===== src/rtl/macc_dot_engine_if.sv =====
`timescale 1ns/1ps
// macc_dot_engine_if: job control, A/B read port and C write port signals
// for the dot-product engine. The engine uses the slave view; the host/BRAM
// side uses the master view.
interface macc_dot_engine_if;
  logic        start;
  logic        hold;
  logic        a_re;
  logic        b_re;
  logic [31:0] a_data;
  logic [31:0] b_data;
  logic        c_we;
  logic [31:0] c_data;
  logic        busy;
  logic        done;
  logic        ovf;

  modport slave (
    input  start, hold, a_data, b_data,
    output a_re, b_re, c_we, c_data, busy, done, ovf
  );

  modport master (
    output start, hold, a_data, b_data,
    input  a_re, b_re, c_we, c_data, busy, done, ovf
  );
endinterface


===== src/rtl/macc_dot_engine.sv =====
`timescale 1ns/1ps
// macc_dot_engine: issues paired A/B reads, multiply-accumulates DOT_LEN
// products per output word and writes NUM_OUT scaled words to C per start.
// Build macro MACC_ENGINE_SAT_EN: when defined the shifted accumulator is
// clamped to the signed 32-bit range and clamps set the sticky ovf flag;
// when undefined the low 32 bits are written and ovf stays low.
//
// state   | meaning
// S_IDLE  | waiting for start
// S_RUN   | issuing A/B reads, one pair per cycle unless hold
// S_DRAIN | 3 cycles letting the read/multiply/accumulate pipeline empty
// S_WRITE | one cycle presenting the result on C, accumulator cleared
// S_DONE  | one-cycle completion pulse
module macc_dot_engine #(
  parameter int DOT_LEN   = 64,
  parameter int NUM_OUT   = 64,
  parameter int FRAC_BITS = 0,
  parameter int ACC_W     = 64
) (
  input  logic             CLK,
  input  logic             RST_L,
  macc_dot_engine_if.slave bus
);

  localparam int PW = $clog2(DOT_LEN);
  localparam int OW = $clog2(NUM_OUT + 1);

  typedef enum logic [2:0] {
    S_IDLE  = 3'd0,
    S_RUN   = 3'd1,
    S_DRAIN = 3'd2,
    S_WRITE = 3'd3,
    S_DONE  = 3'd4
  } state_t;

  state_t                  r_state;
  state_t                  w_nxt;
  logic [PW-1:0]           r_pair_cnt;
  logic [OW-1:0]           r_out_cnt;
  logic [1:0]              r_drain_cnt;
  logic                    w_accept;
  logic                    w_issue;
  logic                    w_last_pair;
  logic                    w_last_out;
  logic                    r_rd_vld;
  logic                    r_p0_vld;
  logic                    r_p1_vld;
  logic signed [31:0]      r_p0_a;
  logic signed [31:0]      r_p0_b;
  logic signed [63:0]      r_p1_prod;
  logic signed [ACC_W-1:0] w_prod_ext;
  logic signed [ACC_W-1:0] r_acc;
  logic [31:0]             w_word;
  logic [31:0]             r_c_data;

  assign w_accept    = (r_state == S_IDLE) && bus.start;
  assign w_issue     = (r_state == S_RUN) && !bus.hold;
  assign w_last_pair = (r_pair_cnt == PW'(DOT_LEN - 1));
  assign w_last_out  = (r_out_cnt == OW'(NUM_OUT - 1));

  // State register
  always_ff @(posedge CLK or negedge RST_L) begin
    if (!RST_L) r_state <= S_IDLE;
    else        r_state <= w_nxt;
  end

  // Next-state decode
  always_comb begin
    w_nxt = r_state;
    case (r_state)
      S_IDLE:  if (bus.start) w_nxt = S_RUN;
      S_RUN:   if (w_issue && w_last_pair) w_nxt = S_DRAIN;
      S_DRAIN: if (r_drain_cnt == 2'd0) w_nxt = S_WRITE;
      S_WRITE: w_nxt = w_last_out ? S_DONE : S_RUN;
      S_DONE:  w_nxt = S_IDLE;
      default: w_nxt = S_IDLE;
    endcase
  end

  // Pair, output and drain counters; drain timer counts down 2,1,0
  always_ff @(posedge CLK or negedge RST_L) begin
    if (!RST_L) begin
      r_pair_cnt  <= '0;
      r_out_cnt   <= '0;
      r_drain_cnt <= '0;
    end else begin
      if (w_accept || (r_state == S_WRITE)) r_pair_cnt <= '0;
      else if (w_issue)                     r_pair_cnt <= r_pair_cnt + PW'(1);

      if (w_accept)                 r_out_cnt <= '0;
      else if (r_state == S_WRITE)  r_out_cnt <= r_out_cnt + OW'(1);

      if (w_issue && w_last_pair)
        r_drain_cnt <= 2'd2;
      else if ((r_state == S_DRAIN) && (r_drain_cnt != 2'd0))
        r_drain_cnt <= r_drain_cnt - 2'd1;
    end
  end

  // Read-return capture and signed multiply stages
  always_ff @(posedge CLK or negedge RST_L) begin
    if (!RST_L) begin
      r_rd_vld  <= 1'b0;
      r_p0_vld  <= 1'b0;
      r_p1_vld  <= 1'b0;
      r_p0_a    <= '0;
      r_p0_b    <= '0;
      r_p1_prod <= '0;
    end else begin
      r_rd_vld <= w_issue;
      r_p0_vld <= r_rd_vld;
      r_p1_vld <= r_p0_vld;
      if (r_rd_vld) begin
        r_p0_a <= $signed(bus.a_data);
        r_p0_b <= $signed(bus.b_data);
      end
      if (r_p0_vld) r_p1_prod <= 64'(r_p0_a) * 64'(r_p0_b);
    end
  end

  assign w_prod_ext = ACC_W'(r_p1_prod);

  // Accumulator: cleared on start and after each write, wraps at ACC_W
  always_ff @(posedge CLK or negedge RST_L) begin
    if (!RST_L)                               r_acc <= '0;
    else if (w_accept || (r_state == S_WRITE)) r_acc <= '0;
    else if (r_p1_vld)                         r_acc <= r_acc + w_prod_ext;
  end

`ifdef MACC_ENGINE_SAT_EN
  logic signed [ACC_W-1:0] w_shift;
  logic                    w_clamp;
  logic                    r_ovf;

  assign w_shift = r_acc >>> FRAC_BITS;
  // In range only if every bit from 31 upward matches the sign
  assign w_clamp = !((&w_shift[ACC_W-1:31]) || !(|w_shift[ACC_W-1:31]));
  assign w_word  = w_clamp ? (w_shift[ACC_W-1] ? 32'h8000_0000 : 32'h7FFF_FFFF)
                           : w_shift[31:0];

  // Sticky clamp flag, cleared by an accepted start
  always_ff @(posedge CLK or negedge RST_L) begin
    if (!RST_L)                              r_ovf <= 1'b0;
    else if (w_accept)                       r_ovf <= 1'b0;
    else if ((r_state == S_WRITE) && w_clamp) r_ovf <= 1'b1;
  end

  assign bus.ovf = r_ovf;
`else
  assign w_word  = 32'(r_acc >>> FRAC_BITS);
  assign bus.ovf = 1'b0;
`endif

  // Holding register so c_data keeps the last written word between writes
  always_ff @(posedge CLK or negedge RST_L) begin
    if (!RST_L)                  r_c_data <= '0;
    else if (r_state == S_WRITE) r_c_data <= w_word;
  end

  assign bus.a_re   = w_issue;
  assign bus.b_re   = w_issue;
  assign bus.c_we   = (r_state == S_WRITE);
  assign bus.c_data = (r_state == S_WRITE) ? w_word : r_c_data;
  assign bus.busy   = (r_state == S_RUN) || (r_state == S_DRAIN) || (r_state == S_WRITE);
  assign bus.done   = (r_state == S_DONE);

endmodule

===== src/flat_wrapper.sv =====
// flat-port wrapper written by rule: the top's interface ports become plain ports
module macc_dot_engine_flat 
#(
  parameter int DOT_LEN   = 64,
  parameter int NUM_OUT   = 64,
  parameter int FRAC_BITS = 0,
  parameter int ACC_W     = 64
)
  (CLK, RST_L, bus_start, bus_hold, bus_a_data, bus_b_data, bus_a_re, bus_b_re, bus_c_we, bus_c_data, bus_busy, bus_done, bus_ovf);
  macc_dot_engine_if bus_i ();
  input  logic CLK;
  input  logic RST_L;
  input wire logic [$bits(bus_i.start)-1:0] bus_start;
  input wire logic [$bits(bus_i.hold)-1:0] bus_hold;
  input wire logic [$bits(bus_i.a_data)-1:0] bus_a_data;
  input wire logic [$bits(bus_i.b_data)-1:0] bus_b_data;
  output wire logic [$bits(bus_i.a_re)-1:0] bus_a_re;
  output wire logic [$bits(bus_i.b_re)-1:0] bus_b_re;
  output wire logic [$bits(bus_i.c_we)-1:0] bus_c_we;
  output wire logic [$bits(bus_i.c_data)-1:0] bus_c_data;
  output wire logic [$bits(bus_i.busy)-1:0] bus_busy;
  output wire logic [$bits(bus_i.done)-1:0] bus_done;
  output wire logic [$bits(bus_i.ovf)-1:0] bus_ovf;
  assign bus_i.start = bus_start;
  assign bus_i.hold = bus_hold;
  assign bus_i.a_data = bus_a_data;
  assign bus_i.b_data = bus_b_data;
  assign bus_a_re = bus_i.a_re;
  assign bus_b_re = bus_i.b_re;
  assign bus_c_we = bus_i.c_we;
  assign bus_c_data = bus_i.c_data;
  assign bus_busy = bus_i.busy;
  assign bus_done = bus_i.done;
  assign bus_ovf = bus_i.ovf;
  macc_dot_engine #(.DOT_LEN(DOT_LEN), .NUM_OUT(NUM_OUT), .FRAC_BITS(FRAC_BITS), .ACC_W(ACC_W)) u_core (.CLK(CLK), .RST_L(RST_L), .bus(bus_i));
endmodule

===== config.mk =====
export PLATFORM = sky130hd
export DESIGN_NAME = macc_dot_engine_flat
export DESIGN_NICKNAME = d
export VERILOG_FILES = /design/src/rtl/macc_dot_engine_if.sv /design/src/rtl/macc_dot_engine.sv /design/src/flat_wrapper.sv
export SDC_FILE = /design/constraint.sdc
export NUM_CORES = 2
export LEC_CHECK = 0
export CORE_ASPECT_RATIO = 1.75
export CORE_MARGIN = 3
export CORE_UTILIZATION = 60
export CTS_BUF_LIST = sky130_fd_sc_hd__clkbuf_4 sky130_fd_sc_hd__clkbuf_8
export CTS_CLUSTER_DIAMETER = 120
export DETAILED_ROUTE_END_ITERATION = 16
export HOLD_SLACK_MARGIN = 0.08
export PLACE_DENSITY = 0.89
export SLEW_MARGIN = 40
export SYNTH_ARGS = -nofsm -noshare
export SYNTH_HDL_FRONTEND = slang
export SYNTH_SLANG_ARGS = --single-unit

===== constraint.sdc =====
create_clock -name CLK -period 7.8 [get_ports CLK]
set_input_delay 0.78 -clock CLK [delete_from_list [all_inputs] [get_ports CLK]]
set_output_delay 0.78 -clock CLK [all_outputs]
set_load 0.03 [all_outputs]

# Yosys cells after proc, flatten, opt, wreduce, memory -nomap -nowiden
# Index checks and enable logic that the tools add are counted.
word_totals:
  ff_bits: 245
  output_inout_bits: 38
op_classes:
  addsub: 4
  mul: 1
  n_eq_ne: 9
  n_mux: 14
  n_reduce_logical: 16
op_table:
  columns: ["cell", "count"]
  rows:
  - ["64-bit two-way mux", 2]
  - ["64-bit adder", 1]
  - ["32-bit by 32-bit multiplier with 64-bit output", 1]
  - ["32-bit two-way mux", 1]
  - ["7-bit two-way mux", 2]
  - ["3-bit two-way mux", 4]
  - ["6-bit two-way mux", 2]
  - ["3-bit case mux with 4 select lines", 1]
  - ["2-bit nonzero test", 5]
  - ["7-bit by 1-bit adder with 7-bit output (second input constant)", 1]
  - ["7-bit by 6-bit equality test with 1-bit output (second input constant)", 1]
  - ["6-bit by 1-bit adder with 6-bit output (second input constant)", 1]
  - ["3-bit by 2-bit equality test with 1-bit output (second input constant)", 2]
  - ["6-bit equality test (second input constant)", 1]
  - ["1-bit logical AND", 4]
  - ["2-bit two-way mux", 2]
  - ["2-bit inequality test (second input constant)", 2]
  - ["3-bit by 1-bit equality test with 1-bit output (second input constant)", 1]
  - ["3-bit equality test (second input constant)", 1]
  - ["3-bit zero test", 1]
  - ["1-bit logical OR", 3]
  - ["3-bit AND reduction", 1]
  - ["2-bit zero test", 1]
  - ["2-bit by 1-bit inequality test with 1-bit output (second input constant)", 1]
  - ["2 further kinds", 2]

# Logic depth before layout (Yosys ltp)
depth:
  ltp_word: 5
  ltp_mapped: 29
  depth_no_buf: 27

# Least setup slack after synthesis
# OpenSTA, ideal clock, no wires.
synth_path:
  path_kind: "reg2reg"
  start: "register u_core.r_p0_a[13]"
  end: "register u_core.r_p1_prod[30]"
  arrival_ns: 6.887
  path_slack_ns: 0.788
  path_stages_with_launch: 26
  path_buffers: 2
  period_less_slack_ns: 7.012
  path_cell_list: "dfrtp_1 > clkbuf_1 > clkbuf_1 > nand2_1 > fa_1 > fa_1 > fa_1 > inv_1 > fa_1 > inv_1 > fa_1 > inv_1 > fa_1 > fa_1 > inv_1 > fa_1 > inv_1 > ha_1 > a21oi_1 > o211ai_1 > a31oi_1 > o31ai_2 > a211o_1 > a21oi_2 > xnor2_1 > mux2_2"
synth_between:
  elab_chain_cells: 1
synth_lines:
  columns: ["element", "line_no", "text"]
  rows:
  - ["start: declaration", "macc_dot_engine.sv:48", "logic signed [31:0] r_p0_a;"]
  - ["start signal: assignment", "macc_dot_engine.sv:114", "r_p0_a <= $signed(bus.a_data);"]
  - ["32-bit by 32-bit multiplier with 64-bit output", "macc_dot_engine.sv:117", "if (r_p0_vld) r_p1_prod <= 64'(r_p0_a) * 64'(r_p0_b);"]
  - ["end signal: assignment", "macc_dot_engine.sv:117", null]
  - ["end: declaration", "macc_dot_engine.sv:50", "logic signed [63:0] r_p1_prod;"]
# No other way between the ends.
# A chain may end at the register's enable or synchronous reset.

# Final worst setup path
layout_path:
  start: "register u_core.r_p0_a[9]"
  end: "register u_core.r_p1_prod[29]"
# Same word-level chain as after synthesis.

==> reports/qor.csv <==
stage,metric,value,unit
synthesis,simple-gate share of the synthesized area,0.165,
sta,setup violators final,0,
finish,Util after Layout,0.661,
setup_path,crit-path cells,buf_4 > nand2_1 > fa_1 > inv_1 > fa_1 > inv_1 > fa_1 > inv_1 > fa_1 > fa_1 > fa_1 > fa_1 > inv_1 > fa_1 > inv_1 > ha_1 > inv_1 > nor2_1 > o2bb2ai_1 > a311o_1 > o31a_1 > a21oi_2 > xnor2_1 > mux2_2,
detailed_routing,routed via count,18600,
sta,Final Hold Fails,0,
global_routing,GRT Total Usage,0.323,
synthesis,"FFs w/ async S/R, synth",1.00,
placed_design,DP Area,0.0266,mm²
sta,pin slew with the least headroom to its limit,0.765,ns
finish,Area growth syn-to-layout,8.65,%
min_path,Hold Path Class,in -> async,
cts,CTS buffer count,17,
setup_path,CP Class,reg -> reg,
setup_path,Worst Path Buf+Inv,7,
placed_design,Post-DP HPWL,54400,µm
synthesis,Synthesis Warnings,0,
synthesis,"top cells by area, synth","fa_1 33%, dfrtp_1 18%, ha_1 9.2%",
synthesis,syn nets,3260,
sta,setup_tns,0,ns
setup_path,launching element type of the critical path,flop,
cts,CTS tree,done,
synthesis,cell area after synthesis,0.0249,mm²
global_routing,largest net degree at the start of global routing,67,
synthesis,top-count cell post-synth,inv_1,
detailed_routing,First-pass DRT Iterations,5,
cts,Clock Path Buffers,2,
floorplan,Core Box Area,0.0410,mm²
global_routing,vias in the first global route,21400,
placed_design,I/O Buffers,104,
synthesis,Synth top area share,0.329,
synthesis,mean area per synthesized cell,9.58,µm²
global_routing,global-route wire length before repair,110000,µm
setup_path,CP Capture Type,flop,
cts,"Clk Latency, worst-skew pair",0.54,ns
finish,fin nets,3315,
synthesis,Yosys top cell by area,fa_1,
sta,Setup Skew,0.0277,ns
finish,cell area after layout,0.0271,mm²
floorplan,Die Ht,275,µm
floorplan,Starting Density,0.608,
detailed_routing,Via density,5.77,
setup_path,max incr delay on CP,0.72,ns
cts,CTS Root Cell,clkbuf_8,
synthesis,Synth Register Bits,181,
sta,final period utilization,0.970,
sta,Slew Limit Fails,0,
sta,unrepaired setup endpoints after global routing,no,
run_status,status,"finished, final reports clean",
synthesis,XOR/XNOR share of the synthesized area,0.0415,
setup_path,Critical Path RT,8.22,ns
setup_path,worst-path maximum fanout,13,
setup_path,CP arrival,7.99,ns
setup_path,Crit-path slowest cell,fa_1,
detailed_routing,Final ANT Viol Nets,0,
setup_path,Top Family by Delay on Critical Path,adder cells,
floorplan,Top Ports,106,
sta,fmax,132,MHz
synthesis,leading cell types by count after synthesis,"483 x inv_1, 409 x fa_1, 342 x and2_1",
detailed_routing,DRT iter0 DRCs,1089,
cts,clk sinks,181,
synthesis,largest family of logic cells by synthesized area,adder cells,
cts,Worst-path clk slew,0.13,ns
setup_path,CP most frequent cell,fa_1,
floorplan,die area,0.0441,mm²
job,maxcap violations,0,
cts,CTS H-tree lvls,4,
detailed_routing,Routed wire per std cell,21.2,µm
synthesis,post-synthesis mux area share,0.0514,
finish,ratio of cells with drive above 1 in the final layout,0.0817,
floorplan,Die X-Extent,160,µm
synthesis,adder and majority gate portion of the synthesized area,0.421,
detailed_routing,drt drc,0,
synthesis,Synth Instances,2599,
detailed_routing,WL final,68100,µm
synthesis,number of unique standard cell types used by synthesis,63,
synthesis,Synth Area in Compound Gates,0.0468,
floorplan,Site Rows,98,
global_routing,grt total ovfl,0,
sta,post-layout min period,7.57,ns
global_routing,initial antenna violation count,2,
synthesis,register area share after synthesis,0.182,
cts,hold buffers post-CTS,0,
synthesis,"EDFF count, synth",0,
synthesis,"Top FF cell, synth",dfrtp_1,
sta,Rel. slew slack,0.487,
placed_design,Placer Congestion,0.997,
worst reg2reg max path: cells and delay by family (launching register included):
kind,cells,cell delay [ns]
fa+ha+maj,9,4.61
compound gates,4,0.93
simple gates,2,0.16
flops,1,0.71
xor+xnor,1,0.07
mux,1,0.26
buf+inv,7,0.71
flip-flops by register name, summed over array words and instances, names as in the netlist:
| name | flops |
|---|---|
| u_core.r_drain_cnt | 2 |
| u_core.r_p1_prod | 32 |
| u_core.r_c_data | 32 |
| u_core.r_acc | 32 |
| u_core.r_p0_a | 32 |
| u_core.r_pair_cnt | 6 |
| u_core.r_rd_vld | 1 |
| u_core.r_p0_b | 32 |
| u_core.r_p0_vld | 1 |
| u_core.r_p1_vld | 1 |
| u_core.r_state | 3 |
| u_core.r_out_cnt | 7 |
worst paths after layout:
check                      slack, ns  cells past startpoint                    to                start
max                             0.23                     24  u_core.r_p1_prod[29]     u_core.r_p0_a[9]
min                             0.22                      1     u_core.r_p0_b[27]                RST_L
max reg2reg                     0.23                     24  u_core.r_p1_prod[29]     u_core.r_p0_a[9]
min reg2reg                     0.48                      2   u_core.r_c_data[19]  u_core.r_c_data[19]
max in group asynchronous       5.82                      3       u_core.r_rd_vld                RST_L
min in group CLK                0.48                      2   u_core.r_c_data[19]  u_core.r_c_data[19]
cell families (layout without fill, tap and decap cells):
| logic type | count (synthesis) | in the layout |
|---|---|---|
| AOI/OAI and AO/OA | 177 | 177 |
| xor gates and xnor gates | 118 | 118 |
| adders and majority gates | 593 | 593 |
| buffers and inverters | 606 | 674 |
| DFF | 181 | 181 |
| muxes | 115 | 115 |
| other | 1 | 2 |
| and+or+nand+nor | 808 | 808 |
repair_timing:
action                                  4_1_cts  5_1_grt
gates resized for setup                       0       13
endpoints found under the setup margin        0        4
hold endpoints to repair                      0        0
buffers inserted                              0        0
layout by cell type (no fill, tap or decap), types with 7 or more instances in the layout:
cell             count
ha_1               184
or3_1                7
clkdlybuf4s50_1    103
nand4_1             10
clkbuf_8            19
o21ai_0             33
o21bai_1             9
a211oi_1            10
mux2i_1             22
nand3_1             17
nor2_1              66
a21o_1              19
buf_4               52
fa_1               409
nand2b_1             7
and2_1             342
nand2_1            321
dfrtp_2             16
inv_1              483
dfrtp_1            165
xor2_1              33
a21oi_1             55
mux2_2              92
xnor2_1             85
area by class of cell:
cell class / instances / area [µm²]
repair buffers: 159 / 1470
multi-input cells: 1812 / 18100
inverters: 483 / 1810
fillers: 3184 / 13900
flip-flops and latches: 181 / 4550
well taps: 550 / 688
clock inverters: 14 / 178
diodes: 1 / 2.50
clock buffers: 18 / 248
routing by layer:
layer	global-route usage	vias to the layer above	wire length [µm]
met4	0.277	0	7020
met1	0.309	9396	21100
met2	0.602	805	36300
met5	0.00222	-	0
met3	0.0446	359	3740
li1	-	7992	-
metrics by stage:
step / setup WS [ns] / hold WS [ns] / std cells
global placement: 0.399 / 0.455 / 3184
global route: 0.0237 / 0.259 / 3218
detailed placement: 0.246 / 0.460 / 3185
finish: 0.235 / 0.216 / 3218
CTS: 0.207 / 0.227 / 3217
floorplan: 0.788 / 0.352 / 2599
Power is not shown: default switching activity piles up to over one toggle a cycle in this logic, so the estimate is an artifact.
